==> config.mk <==
export PLATFORM = sky130hd
export DESIGN_NAME = ov7670_frame_writer
export DESIGN_NICKNAME = d
export VERILOG_FILES = /design/src/rtl/ov7670_frame_writer.sv
export SDC_FILE = /design/constraint.sdc
export NUM_CORES = 1
export LEC_CHECK = 0
export CAP_MARGIN = 40
export CORE_MARGIN = 2
export CORE_UTILIZATION = 58
export DETAILED_ROUTE_END_ITERATION = 10
export GPL_TIMING_DRIVEN = 0
export PLACE_DENSITY_LB_ADDON = 0.15
export SYNTH_ARGS = -nofsm -noshare
export SYNTH_HDL_FRONTEND = slang
export SYNTH_SLANG_ARGS = --single-unit
==> constraint.sdc <==
create_clock -name clk -period 3.6 [get_ports clk]
set_input_delay 0.72 -clock clk [delete_from_list [all_inputs] [get_ports clk]]
set_output_delay 0.72 -clock clk [all_outputs]
set_load 0.05 [all_outputs]
==> src/rtl/ov7670_frame_writer.sv <==
// OV7670 capture front end: turns the camera's VSYNC/HREF/byte stream into
// one memory write per RGB565 pixel at linear address y*H_RES + x.
// Addresses come from a running row base plus x, so no multiplier is needed.
module ov7670_frame_writer #(
   parameter int H_RES  = 320,
   parameter int V_RES  = 240,
   parameter int ADDR_W = 17
) (
   input  logic              clk,
   input  logic              reset_n,
   input  logic              vsync,
   input  logic              href,
   input  logic [7:0]        data,
   output logic              we,
   output logic [ADDR_W-1:0] wAddr,
   output logic [15:0]       wData,
   output logic              frame_done
);

   typedef enum logic [1:0] {
      SYNC   = 2'd0,
      BLANK  = 2'd1,
      ACTIVE = 2'd2
   } state_e;

   localparam logic [9:0]        X_MAX    = 10'd1023;
   localparam logic [7:0]        Y_MAX    = 8'd255;
   localparam logic [9:0]        X_LIM    = 10'(H_RES);
   localparam logic [7:0]        Y_LIM    = 8'(V_RES);
   localparam logic [ADDR_W-1:0] ROW_STEP = ADDR_W'(H_RES);

   state_e              state_q, state_d;
   logic [9:0]          x_q, x_d;
   logic [7:0]          y_q, y_d;
   logic [ADDR_W-1:0]   row_base_q, row_base_d;
   logic                phase_q, phase_d;
   logic [7:0]          hi_byte_q, hi_byte_d;
   logic                href_q, href_d;
   logic                we_q, we_d;
   logic [ADDR_W-1:0]   waddr_q, waddr_d;
   logic [15:0]         wdata_q, wdata_d;
   logic                frame_done_q, frame_done_d;

   // State register; SYNC after reset so a partial frame is never captured.
   always_ff @(posedge clk or negedge reset_n) begin
      if (!reset_n) begin
         state_q <= SYNC;
      end else begin
         state_q <= state_d;
      end
   end

   // Next state: wait for a frame boundary, then track blanking vs. active.
   always_comb begin
      state_d = state_q;
      case (state_q)
         SYNC:    if (vsync)  state_d = BLANK;
         BLANK:   if (!vsync) state_d = ACTIVE;
         ACTIVE:  if (vsync)  state_d = BLANK;
         default: state_d = SYNC;
      endcase
   end

   // Datapath: byte pairing, x/y/row-base tracking, clipping and write strobe.
   always_comb begin
      x_d          = x_q;
      y_d          = y_q;
      row_base_d   = row_base_q;
      phase_d      = phase_q;
      hi_byte_d    = hi_byte_q;
      href_d       = href_q;
      we_d         = 1'b0;
      waddr_d      = waddr_q;
      wdata_d      = wdata_q;
      frame_done_d = 1'b0;

      if (state_q == ACTIVE && !vsync) begin
         href_d = href;
         if (href) begin
            if (!phase_q) begin
               hi_byte_d = data;
               phase_d   = 1'b1;
            end else begin
               phase_d = 1'b0;
               if (x_q < X_LIM && y_q < Y_LIM) begin
                  we_d    = 1'b1;
                  waddr_d = row_base_q + ADDR_W'(x_q);
                  wdata_d = {hi_byte_q, data};
               end
               if (x_q != X_MAX) begin
                  x_d = x_q + 10'd1;
               end
            end
         end else if (href_q) begin
            x_d     = '0;
            phase_d = 1'b0;
            if (y_q != Y_MAX) begin
               y_d = y_q + 8'd1;
            end
            if (y_q < Y_LIM) begin
               row_base_d = row_base_q + ROW_STEP;
            end
         end
      end else begin
         x_d        = '0;
         y_d        = '0;
         row_base_d = '0;
         phase_d    = 1'b0;
         href_d     = 1'b0;
         if (state_q == ACTIVE) begin
            frame_done_d = 1'b1;
         end
      end
   end

   // Datapath and output registers.
   always_ff @(posedge clk or negedge reset_n) begin
      if (!reset_n) begin
         x_q          <= '0;
         y_q          <= '0;
         row_base_q   <= '0;
         phase_q      <= 1'b0;
         hi_byte_q    <= '0;
         href_q       <= 1'b0;
         we_q         <= 1'b0;
         waddr_q      <= '0;
         wdata_q      <= '0;
         frame_done_q <= 1'b0;
      end else begin
         x_q          <= x_d;
         y_q          <= y_d;
         row_base_q   <= row_base_d;
         phase_q      <= phase_d;
         hi_byte_q    <= hi_byte_d;
         href_q       <= href_d;
         we_q         <= we_d;
         waddr_q      <= waddr_d;
         wdata_q      <= wdata_d;
         frame_done_q <= frame_done_d;
      end
   end

   assign we         = we_q;
   assign wAddr      = waddr_q;
   assign wData      = wdata_q;
   assign frame_done = frame_done_q;

endmodule
==> summary.txt, run 1 <==
Timing
  • Fmax: 433 MHz
  • Setup ws final: 1290 ps
  • Slew Limit Fails: 0
  • RSZ-0062 raised after global routing: no
  • Final setup TNS: 0 ps
  • Least-Margin Pin Slew: roughly 500 ps
  • Slew headroom: 65.7%
  • Crit path time final: about 2300 ps
  • Max Clock Skew: 3.33 ps
  • Period utilization: 64.1%
  • Final hold vios: 0
  • Final-report setup violation count: 0

Route
  • Post-DR wirelength/cell: roughly 15 µm
  • Router iterations before antenna repair: 4
  • Number of routed nets with antenna violations: 0
  • # DRC: 0
  • Final wirelength: 7880 µm
  • Vias: 2959
  • Vias per inst: 5.79
  • DR iter-0 viols: 159

Setup path
  • Worst Setup End Kind: flop
  • WP data arrival: 2560 ps
  • CP Launch Type: primary input
  • CP Data Required Time: between 3000 and 4000 ps
  • Critical path class: in2reg
  • Worst Path Max Fanout: 10

Cells and area
  • Storage cell area: approximately 0.0019 mm²
  • Final instance area: 0.00445 mm²
  • Area of the multi-input gates: about 0.0016 mm²
  • Filler cells: 431
  • Synthesis-to-layout area growth: 21.5%
  • Layout Nets: 450
  • N_diodes: 0
  • Share of cells above drive strength 1: 9.63%
  • Final Util: 73.8%

Yosys
  • Sequential-to-total area share from yosys stat: 52.0%
  • Syn_area_per_cell: 9.81 µm²
  • Synth Area in Adders: 2.39%
  • YS warnings: 0
  • Net Count, Synth: 392
  • Cell Area, Synth: 0.00366 mm²
  • Number of synthesized register bits: 76
  • Post-Syn Instances: 373
  • Compound-gate portion of the synthesized area: 12.5%
  • Largest family of logic cells by synthesized area: simple AND/OR/NAND/NOR gates
  • Mux contribution to synthesized area: 3.86%
  • Post-synth EDFFs: 0
  • Post-synthesis xor/xnor area fraction: 2.39%
  • Unique masters post-synth: 52
  • Ys async rst share: between 90% and 100%
  • Post-synth top flop: dfrtp_1
  • Simple-Gate Fraction of Synth Area: 23.9%

Run status
  • Status: completed

Clock network
  • Htree depth: 3
  • Postcts setup bufs: 0
  • CTS tree: done
  • Clock latency on the worst-skew pair: between 300 and 400 ps
  • Clock Path Buffers: 2
  • Cts repair resizes: 0
  • CTS Root Cell: clkbuf_8
  • Clock sink count: 76
  • Total CTS buffers: 9
  • Hold buffers post-CTS: 0
  • Reg clk slew, reported paths: 80 ps

Power and ir drop
  • Worst IR drop on VDD: approximately 250 µV
  • Clock share of power: 40.7%
  • Power density over cell area: 392 mW/mm²
  • Pwr Total: 1.74 mW
  • Switching share of total power: around 23%
  • Switching Power: 0.402 mW
  • Leakage dissipation: around 2.0 nW
  • Flop pwr share: a little over half
  • Logic pwr share: 6.7%
  • Int Power: 1.34 mW

Global route
  • Largest net degree at the start of global routing: 44
  • Total global routing overflow: 0
  • Antenna violations before repair: 0
  • First-pass GRT wire length: between 10000 and 15000 µm
  • Vias in the first global route: 2886
  • GRT Total Usage: 24.2%

Placed design
  • GP Congestion: a little over 0.8
  • Placed wire-length estimate: 5520 µm
  • DP Area: roughly 0.0042 mm²
  • Port Buffer Count: 46
  • Setup slack at placement: 933 ps

Floorplan
  • Die ar.: 0.00696 mm²
  • Row Count: 28
  • Vert. Die Dim: 83.4 µm
  • Initial Util: 60.7%
  • Chip Width: 83.4 µm
  • Io pins: 47
  • Core region area: between 0.006 and 0.007 mm²

Flow run
  • MaxCap Viol Count: 0

Min path
  • Worst Hold Class: in2async
## synthesized netlist by cell type (all sizes together) (2+ instances only)
cell type	instances	area [µm²]
nand2	92	353
dfrtp	76	1900
o21ai	22	110
a21oi	19	98.9
nand3	19	95.1
nor2	11	43.8
buf	10	60.1
or4	10	75.1
mux2	9	101
nand4	9	71.3
clkbuf	8	30.0
o31ai	8	60.1
or3	8	50.1
ha	7	87.6
xnor2	7	61.3
o211ai	6	45.0
and4	5	46.3
and3	4	25.0
mux2i	4	40.0
a21o	3	22.5
inv	3	11.3
nand2b	3	18.8
o311ai	3	26.3
xor2	3	26.3
a21boi	2	15.0
and2	2	12.5
nor2b	2	12.5
nor3	2	10.0
o211a	2	20.0
o41ai	2	17.5
## routing by layer
metal | track usage, % | routed length [µm]
met2 | 39.3 | 3780
met3 | 4.08 | 350
met1 | 32.3 | 3590
met5 | 0 | 0
met4 | 10.7 | 155
## area by class of cell
class	instances	share of cell area (%)
Inverter	4	0.450
Clock inverter	6	2.00
Multi-Input combinational cell	275	37.0
Tap cell	75	2.11
Sequential cell	76	42.8
Buffer	18	2.03
Timing Repair Buffer	47	10.7
Clock buffer	10	2.87
## cells by family after synthesis
| group | Yosys count |
|---|---|
| simple gates | 173 |
| flops | 76 |
| compound gates | 72 |
| buf+inv | 22 |
| mux | 13 |
| xor+xnor | 10 |
| fa+ha+maj | 7 |
## power by group through the flow
| stage | clock network (mW) | logic (mW) | registers (mW) |
|---|---|---|---|
| global placement | 0 | 0.112 | 0.931 |
| CTS | 0.721 | 0.118 | 0.915 |
| finish | 0.710 | 0.116 | 0.916 |
| global route | 0.750 | 0.130 | 0.921 |
| detailed placement | 0 | 0.118 | 0.932 |
| floorplan | 0 | 0.0633 | 0.932 |
## final timing paths
check | from | end | slack, ps | cells past startpoint
worst max-delay path | vsync | row_base_q[6]$_DFFE_PN0P_ | 1290 | 8
worst min-delay path | reset_n | wAddr[13]$_DFFE_PN0P_ | 310 | 1
worst max register to register | x_q[9]$_DFFE_PN0P_ | wAddr[16]$_DFFE_PN0P_ | 1460 | 6
worst min register to register | wData[0]$_DFFE_PN0P_ | wData[0]$_DFFE_PN0P_ | 470 | 2
max in group asynchronous | reset_n | x_q[7]$_DFFE_PN0P_ | 2720 | 2
min in group clk | wData[0]$_DFFE_PN0P_ | wData[0]$_DFFE_PN0P_ | 470 | 2
## state kept, by name (all words and copies together) (netlist names)
signal / flops
wData: 16
href_q: 1
wAddr: 17
frame_done: 1
y_q: 8
we: 1
hi_byte_q: 8
state_q: 2
x_q: 10
row_base_q: 11
phase_q: 1
## metrics by stage
step,instances,hold WS (ps)
after global routing,511,358
after floorplan,373,424
final,511,311
after CTS,511,328
after global placement,494,448
after detailed placement,495,455
## placed cells by master (no fill, tap or decap), drive strengths merged, types with 2 or more instances in the layout
cell type	n
nor2b	2
mux2i	4
nand4	9
o211ai	6
o31ai	8
bufinv	2
o311ai	3
inv	3
xor2	3
clkdlybuf4s50	45
o41ai	2
clkinv	3
nor3	2
o211a	2
a21oi	19
a21o	3
and2	2
buf	12
nand2	92
and4	5
xnor2	7
o21ai	22
a21boi	2
clkbuf	18
nand2b	3
and3	4
clkinvlp	2
or3	8
dfrtp	76
nand3	19
nor2	11
mux2	9
or4	10
ha	7
## critical path, stage by stage
cell and delay [ps]:
clkdlybuf4s50_1 500, or3b_1 390, buf_2 160, a21oi_2 180
buf_4 210, buf_4 180, nor3_1 60, a21o_1 150
Power figures use the tool's default switching activity.
==> run 2: changes to the inputs <==
--- a/config.mk
+++ b/config.mk
@@ -7,7 +7,7 @@
 export LEC_CHECK = 0
 export CAP_MARGIN = 40
 export CORE_MARGIN = 2
-export CORE_UTILIZATION = 58
+export CORE_UTILIZATION = 55
 export DETAILED_ROUTE_END_ITERATION = 10
 export GPL_TIMING_DRIVEN = 0
 export PLACE_DENSITY_LB_ADDON = 0.15
==> constraint.sdc (replaced) <==
create_clock -name clk -period 2.3 [get_ports clk]
set_input_delay 0.46 -clock clk [delete_from_list [all_inputs] [get_ports clk]]
set_output_delay 0.46 -clock clk [all_outputs]
set_load 0.05 [all_outputs]
==> run 2 against run 1 <==
Global-route usage down 1.2 points. Register-to-register slack lost 1300 ps. Sequential power is 56% higher. Die area increased by 5.2%. Core utilization is 4.2 points lower. Worst setup slack got worse by 1100 ps. Critical path depth shrank 2. Clock-buffer cell count decreased by 1. Non-clock buffer count unchanged. Hold slack worse by 280 ps. Via count fell by 0.41%. Critical path type is now reg2reg. Highest routed layer unchanged.
==> summary.txt, run 2 (synthesized netlist as in run 1, its figures left out) <==
Run status
  • Status: completed

Route
  • Post-DR wirelength/cell: 15.0 µm (-3.0%)
  • Vias: 2947 (-0.41%)
  • Final wirelength: 7670 µm (-2.7%)
  • DR iter-0 viols: 172 (+8.2%)
  • Number of routed nets with antenna violations: 0 (unchanged)
  • Router iterations before antenna repair: 4 (unchanged)
  • Vias per inst: 5.74 (-0.79%)
  • # DRC: 0 (unchanged)

Floorplan
  • Chip Width: 85.6 µm (+2.6%)
  • Initial Util: 57.3% (-3.4 points)
  • Row Count: 29 (+3.6%)
  • Die ar.: 0.00732 mm² (+5.2%)
  • Io pins: 47 (unchanged)
  • Core region area: 0.00639 mm² (+6.0%)
  • Vert. Die Dim: 85.6 µm (+2.6%)

Cells and area
  • Flip-flop count of the largest register after layout: 17 (unchanged)
  • Synthesis-to-layout area growth: 21.5% (about the same)
  • Share of cells above drive strength 1: 9.86% (+0.23 points)
  • Commonest non-fill, non-tap cells in the layout: nand2_1, dfrtp_1, clkdlybuf4s50_1, nand3_1, a21oi_1
  • Most common cell after layout, fill and taps aside: nand2_1
  • N_diodes: 0 (unchanged)
  • Filler cells: 506 (+17%)
  • Final Util: 69.6% (-4.2 points)
  • Layout Nets: 450 (unchanged)

Timing
  • Hold_ws: 28.3 ps (-282 ps)
  • RSZ-0062 raised after global routing: no
  • Final-report setup violation count: 0 (unchanged)
  • Crit path time final: 2120 ps
  • Slew headroom: 62.8% (-2.9 points)
  • Least-Margin Pin Slew: 556 ps (+43.5 ps)
  • Max Clock Skew: 9.51 ps (+6.17 ps)
  • Slew Limit Fails: 0 (unchanged)
  • Final hold vios: 0 (unchanged)
  • Period utilization: between 90% and 100%
  • Fmax: around 470 MHz

Placed design
  • Placed wire-length estimate: 5550 µm (+0.52%)
  • Port Buffer Count: 46 (unchanged)
  • GP Congestion: 0.810 (-0.20%)

Global route
  • Met3 GRT Util: 5.49% (+1.4 points)
  • First-pass GRT wire length: 13400 µm (-1.5%)
  • Met1 Usage GRT: 31.7% (-0.55 points)
  • GRT Total Usage: 23.0% (-1.2 points)
  • Antenna violations before repair: 0 (unchanged)
  • Largest net degree at the start of global routing: 46 (+4.5%)
  • Total global routing overflow: 0 (unchanged)
  • Gr busiest metal: met2
  • Vias in the first global route: 2869 (-0.59%)
  • Grt met2 use: 36.3% (-3.0 points)

Clock network
  • Clock Path Buffers: 2 (unchanged)
  • Clock latency on the worst-skew pair: 360 ps (about the same)
  • CTS Root Cell: clkbuf_8
  • Htree depth: 3 (unchanged)
  • Cts repair resizes: 0 (unchanged)
  • CTS tree: done
  • Clock sink count: 76 (unchanged)
  • Reg clk slew, reported paths: 80 ps (about the same)
  • Postcts setup bufs: 0 (unchanged)
  • Total CTS buffers: 9 (unchanged)
  • Hold buffers post-CTS: 0 (unchanged)

Setup path
  • Worst Setup End Kind: flop
  • CP Data Required Time: 2590 ps (-1260 ps)
  • Crit Reg-Reg Startpoint: x_q[9]$_DFFE_PN0P_
  • CP Launch Type: flop
  • Critical path class: reg2reg
  • Crit. Startpoint: x_q[9]$_DFFE_PN0P_
  • WP data arrival: 2420 ps (-140 ps)
  • Worst Path Max Fanout: 7 (-3)

Power and ir drop
  • Leakage dissipation: 2.01 nW (+0.10%)
  • Power density over cell area: 602 mW/mm² (+54%)
  • Worst IR drop on VDD: 374 µV (+50%)

Flow run
  • MaxCap Viol Count: 0 (unchanged)

Min path
  • Worst Hold Class: in2async
run 2: cell types whose count changed in the layout (fill, tap and decap cells not counted):
| cell | before | now |
|---|---|---|
| clkinv_2 | 1 | 0 |
| clkbuf_1 | 9 | 8 |
| buf_12 | 1 | 0 |
| inv_6 | 0 | 4 |
| bufinv_16 | 2 | 1 |
| buf_16 | 0 | 1 |
| clkinvlp_4 | 2 | 1 |
run 2: report_power, final:
| group | internal [mW] | switching, mW |
|---|---|---|
| clock | 0.518 | 0.544 |
| combinational | 0.0891 | 0.0937 |
| sequential | 1.40 | 0.0361 |
run 2: cell type report:
cell class	count	area [µm²]	share of cell area [%]
Timing Repair Buffer	47	485	10.9
Clock buffer	9	124	2.79
Clock inverter	7	81.3	1.83
Tap cell	77	96.3	2.17
Buffer	18	90.1	2.03
Sequential cell	76	1900	42.8
Multi-Input combinational cell	275	1650	37.1
Inverter	4	20.0	0.450
run 2: final timing paths:
kind / to / slack (ps) / depth (start not counted)
worst max-delay path: wAddr[16]$_DFFE_PN0P_ / 180 / 6
worst min-delay path: wAddr[13]$_DFFE_PN0P_ / 30 / 1
worst max register to register: wAddr[16]$_DFFE_PN0P_ / 180 / 6
worst min register to register: wData[9]$_DFFE_PN0P_ / 470 / 2
max in group asynchronous: row_base_q[11]$_DFFE_PN0P_ / 1710 / 2
min in group clk: wData[9]$_DFFE_PN0P_ / 470 / 2
run 2: worst max-delay path, stage by stage, from the launching register on:
cell      delay [ps]
dfrtp_1          480
ha_1             320
clkbuf_1         250
nand4_1          120
o211ai_1         330
or4b_1           480
nand3_1           90
run 2: routing by layer:
metal / vias up / routed length (µm)
met4: 0 / 78
met1: 1436 / 3680
li1: 1444 / -
met5: - / 0
met2: 61 / 3580
met3: 6 / 335
run 2: metrics by stage:
step	cells	setup TNS, ps	cell area [µm²]	total power [mW]	setup slack [ps]
global placement	496	-138420	4220	1.63	-1820
finish	513	0	4450	2.68	177
CTS	513	0	4450	2.71	184
global route	513	0	4450	2.80	54.7
floorplan	373	0	3660	1.56	414
detailed placement	497	-1370	4240	1.65	-136
==> run 3: changes to the inputs <==
--- a/config.mk
+++ b/config.mk
@@ -11,6 +11,7 @@
 export DETAILED_ROUTE_END_ITERATION = 10
 export GPL_TIMING_DRIVEN = 0
 export PLACE_DENSITY_LB_ADDON = 0.15
+export REMOVE_ABC_BUFFERS = 1
 export SYNTH_ARGS = -nofsm -noshare
 export SYNTH_HDL_FRONTEND = slang
 export SYNTH_SLANG_ARGS = --single-unit
==> constraint.sdc (replaced) <==
create_clock -name clk -period 2.3 [get_ports clk]
set_input_delay 0.23 -clock clk [delete_from_list [all_inputs] [get_ports clk]]
set_output_delay 0.23 -clock clk [all_outputs]
set_load 0.05 [all_outputs]
==> run 3 against run 2 <==
Sequential share of layout area is 0.11 points higher. Clock-buffer cell count is 1 higher. Hold slack better by 340 ps. Global-route usage is 0.57 points lower. Flip-flop and latch count stayed put. Total power hardly changed. Non-clock buffer count is 11 lower. Final cell count is 1.9% lower. Combinational power hardly changed. Highest routed layer unchanged. Cell area is 0.25% lower. Die area stayed put. Clock power hardly changed.
==> summary.txt, run 3 (synthesized netlist as in run 1, its figures left out) <==
Run status
  • Status: completed

Route
  • Post-DR wirelength/cell: 15.2 µm (+1.4%)
  • DR iter-0 viols: 169 (-1.7%)
  • Router iterations before antenna repair: 4 (unchanged)
  • Number of routed nets with antenna violations: 0 (unchanged)
  • # DRC: 0 (unchanged)
  • Final wirelength: 7630 µm (-0.56%)
  • Vias per inst: 5.76 (+0.22%)
  • Vias: 2896 (-1.7%)

Timing
  • Slew headroom: 60.6% (-2.2 points)
  • Least-Margin Pin Slew: 590 ps (+34.4 ps)
  • Slew Limit Fails: 0 (unchanged)
  • RSZ-0062 raised after global routing: no
  • Final setup TNS: 0 ps (unchanged)
  • Final-report setup violation count: 0 (unchanged)
  • Final hold vios: 0 (unchanged)
  • Period utilization: 89.8% (-2.4 points)
  • Fmax: 484 MHz (+2.7%)
  • Max Clock Skew: 12.0 ps (+2.52 ps)
  • Crit path time final: 2070 ps (-56.3 ps)

Cells and area
  • Final Instance Count excl. Fillers: 503 (-1.9%)
  • Final instance area: 0.00444 mm² (-0.25%)
  • Synthesis-to-layout area growth: 21.2%
  • Most common cell after layout, fill and taps aside: nand2_1
  • Layout Nets: 440 (-2.2%)
  • Commonest non-fill, non-tap cells in the layout: nand2_1, dfrtp_1, clkdlybuf4s50_1, nand3_1, a21oi_1
  • Flip-flop count of the largest register after layout: 17 (unchanged)
  • N_diodes: 0 (unchanged)
  • Share of cells above drive strength 1: 9.86% (about the same)

Power and ir drop
  • Logic pwr share: 6.9% (about the same)
  • Worst IR drop on VDD: 410 µV (+9.6%)
  • Clock share of power: 39.7% (about the same)
  • Pwr Total: 2.68 mW (about the same)
  • Flop pwr share: 53.5% (about the same)
  • Power density over cell area: 604 mW/mm² (+0.20%)
  • Switching Power: 0.649 mW (-3.7%)
  • Leakage dissipation: 1.99 nW (-0.99%)
  • Switching share of total power: 24.2% (-0.91 points)
  • Int Power: 2.03 mW (+1.2%)

Setup path
  • CP Data Required Time: 2580 ps (about the same)
  • Reg2Reg Depth: 4 (-2)
  • Critical path depth: 4 (-2)
  • Bufs and invs on worst path: 0 (-1)
  • Slowest cell delay on critical path: 590 ps (+110 ps)
  • Crit. Startpoint: x_q[6]$_DFFE_PN0P_
  • WP data arrival: 2350 ps (-70 ps)
  • Crit-path cells: o21ai_1, nand4_4, or4b_1, nand3_1
  • CP Launch Type: flop
  • R2R Setup Slk: 230 ps (+60 ps)
  • Worst Path Max Fanout: 22 (+15)
  • Crit path max-delay family: simple AND/OR/NAND/NOR gates
  • Critical path class: reg2reg
  • Slowest cell on the critical path: or4b_1
  • Crit Reg-Reg Startpoint: x_q[6]$_DFFE_PN0P_
  • RR Endpoint: wAddr[16]$_DFFE_PN0P_
  • Worst Setup End Kind: flop

Clock network
  • Htree depth: 3 (unchanged)
  • Clock Path Buffers: 2 (unchanged)
  • Clock sink count: 76 (unchanged)
  • Total CTS buffers: 9 (unchanged)
  • Clock latency on the worst-skew pair: 350 ps (about the same)
  • CTS Root Cell: clkbuf_8
  • Reg clk slew, reported paths: 90 ps (about the same)
  • CTS tree: done

Placed design
  • DP Area: 0.00416 mm² (-1.9%)
  • GP Congestion: 0.798 (-1.4%)
  • Placed insts: 480 (-3.4%)
  • Placed wire-length estimate: 5060 µm (-8.7%)
  • Port Buffer Count: 46 (unchanged)

Global route
  • GRT Total Usage: 22.5% (-0.57 points)
  • First-pass GRT wire length: 12900 µm (-3.6%)
  • Antenna violations before repair: 0 (unchanged)
  • Vias in the first global route: 2768 (-3.5%)
  • Largest net degree at the start of global routing: 44 (-4.3%)
  • Total global routing overflow: 0 (unchanged)

Floorplan
  • Core region area: 0.00639 mm² (unchanged)
  • Row Count: 29 (unchanged)
  • Io pins: 47 (unchanged)
  • Chip Width: 85.6 µm (unchanged)
  • Initial Util: 57.3% (unchanged)
  • Vert. Die Dim: 85.6 µm (unchanged)
  • Die ar.: 0.00732 mm² (unchanged)

Min path
  • Worst Hold Class: in2async

Flow run
  • MaxCap Viol Count: 0 (unchanged)
-- run 3: cell count changes in the layout (fill, tap and decap cells not counted), moves of 2 or more --
cell and change:
clkbuf_1 -8, buf_2 -6, inv_6 -2, buf_4 +3
-- run 3: per-stage QoR --
step / utilization [%] / setup WS (ps) / hold WS (ps)
2_1_floorplan: - / 211 / -65.6
3_3_place_gp: 64.6 / -1630 / 449
3_5_place_dp: 65.1 / -531 / 215
4_1_cts: 68.9 / 51.9 / 368
5_1_grt: 69.5 / 106 / 391
6_report: 69.5 / 233 / 369
-- run 3: how the worst max path moves through the flow --
stage	end	slack (ps)
after floorplan	wAddr[16]$_DFFE_PN0P_	210
after global placement	x_q[3]$_DFFE_PN0P_	-1630
after detailed placement	wAddr[16]$_DFFE_PN0P_	-530
after CTS	wAddr[16]$_DFFE_PN0P_	50
after global routing	row_base_q[14]$_DFFE_PN0P_	110
final	wAddr[16]$_DFFE_PN0P_	230
-- run 3: power by group through the flow --
| stage | Clock (mW) | Sequential (mW) | Combinational, mW |
|---|---|---|---|
| floorplan | 0 | 1.46 | 0.0940 |
| global placement | 0 | 1.46 | 0.168 |
| detailed placement | 0 | 1.46 | 0.177 |
| CTS | 1.09 | 1.43 | 0.180 |
| global route | 1.15 | 1.44 | 0.204 |
| finish | 1.06 | 1.43 | 0.184 |
-- run 3: repair_timing --
action,CTS,global route
cloned,1,0
endpoints found under the hold margin,33,0
setup buffers,0,5
setup endpoints to repair,14,16
pin swaps,0,1
hold buffers,1,0
resized for setup,2,0
-- run 3: area by class of cell --
cell class              count  area, µm²
fillers                   505       1950
well taps                  77       96.3
clock buffers              10        138
repair buffers             54        541
flip-flops and latches     76       1900
multi-input cells         276       1670
clock inverters             6       71.3
inverters                   4       20.0
-- run 3: layer usage --
layer  GRT usage, %  vias up  part of all wire [%]
li1               -     1440                     -
met1           29.9     1403                    48
met2           35.9       47                    47
met3           6.16        6                   4.0
met4           7.79        0                  0.97
met5              0        -                     0
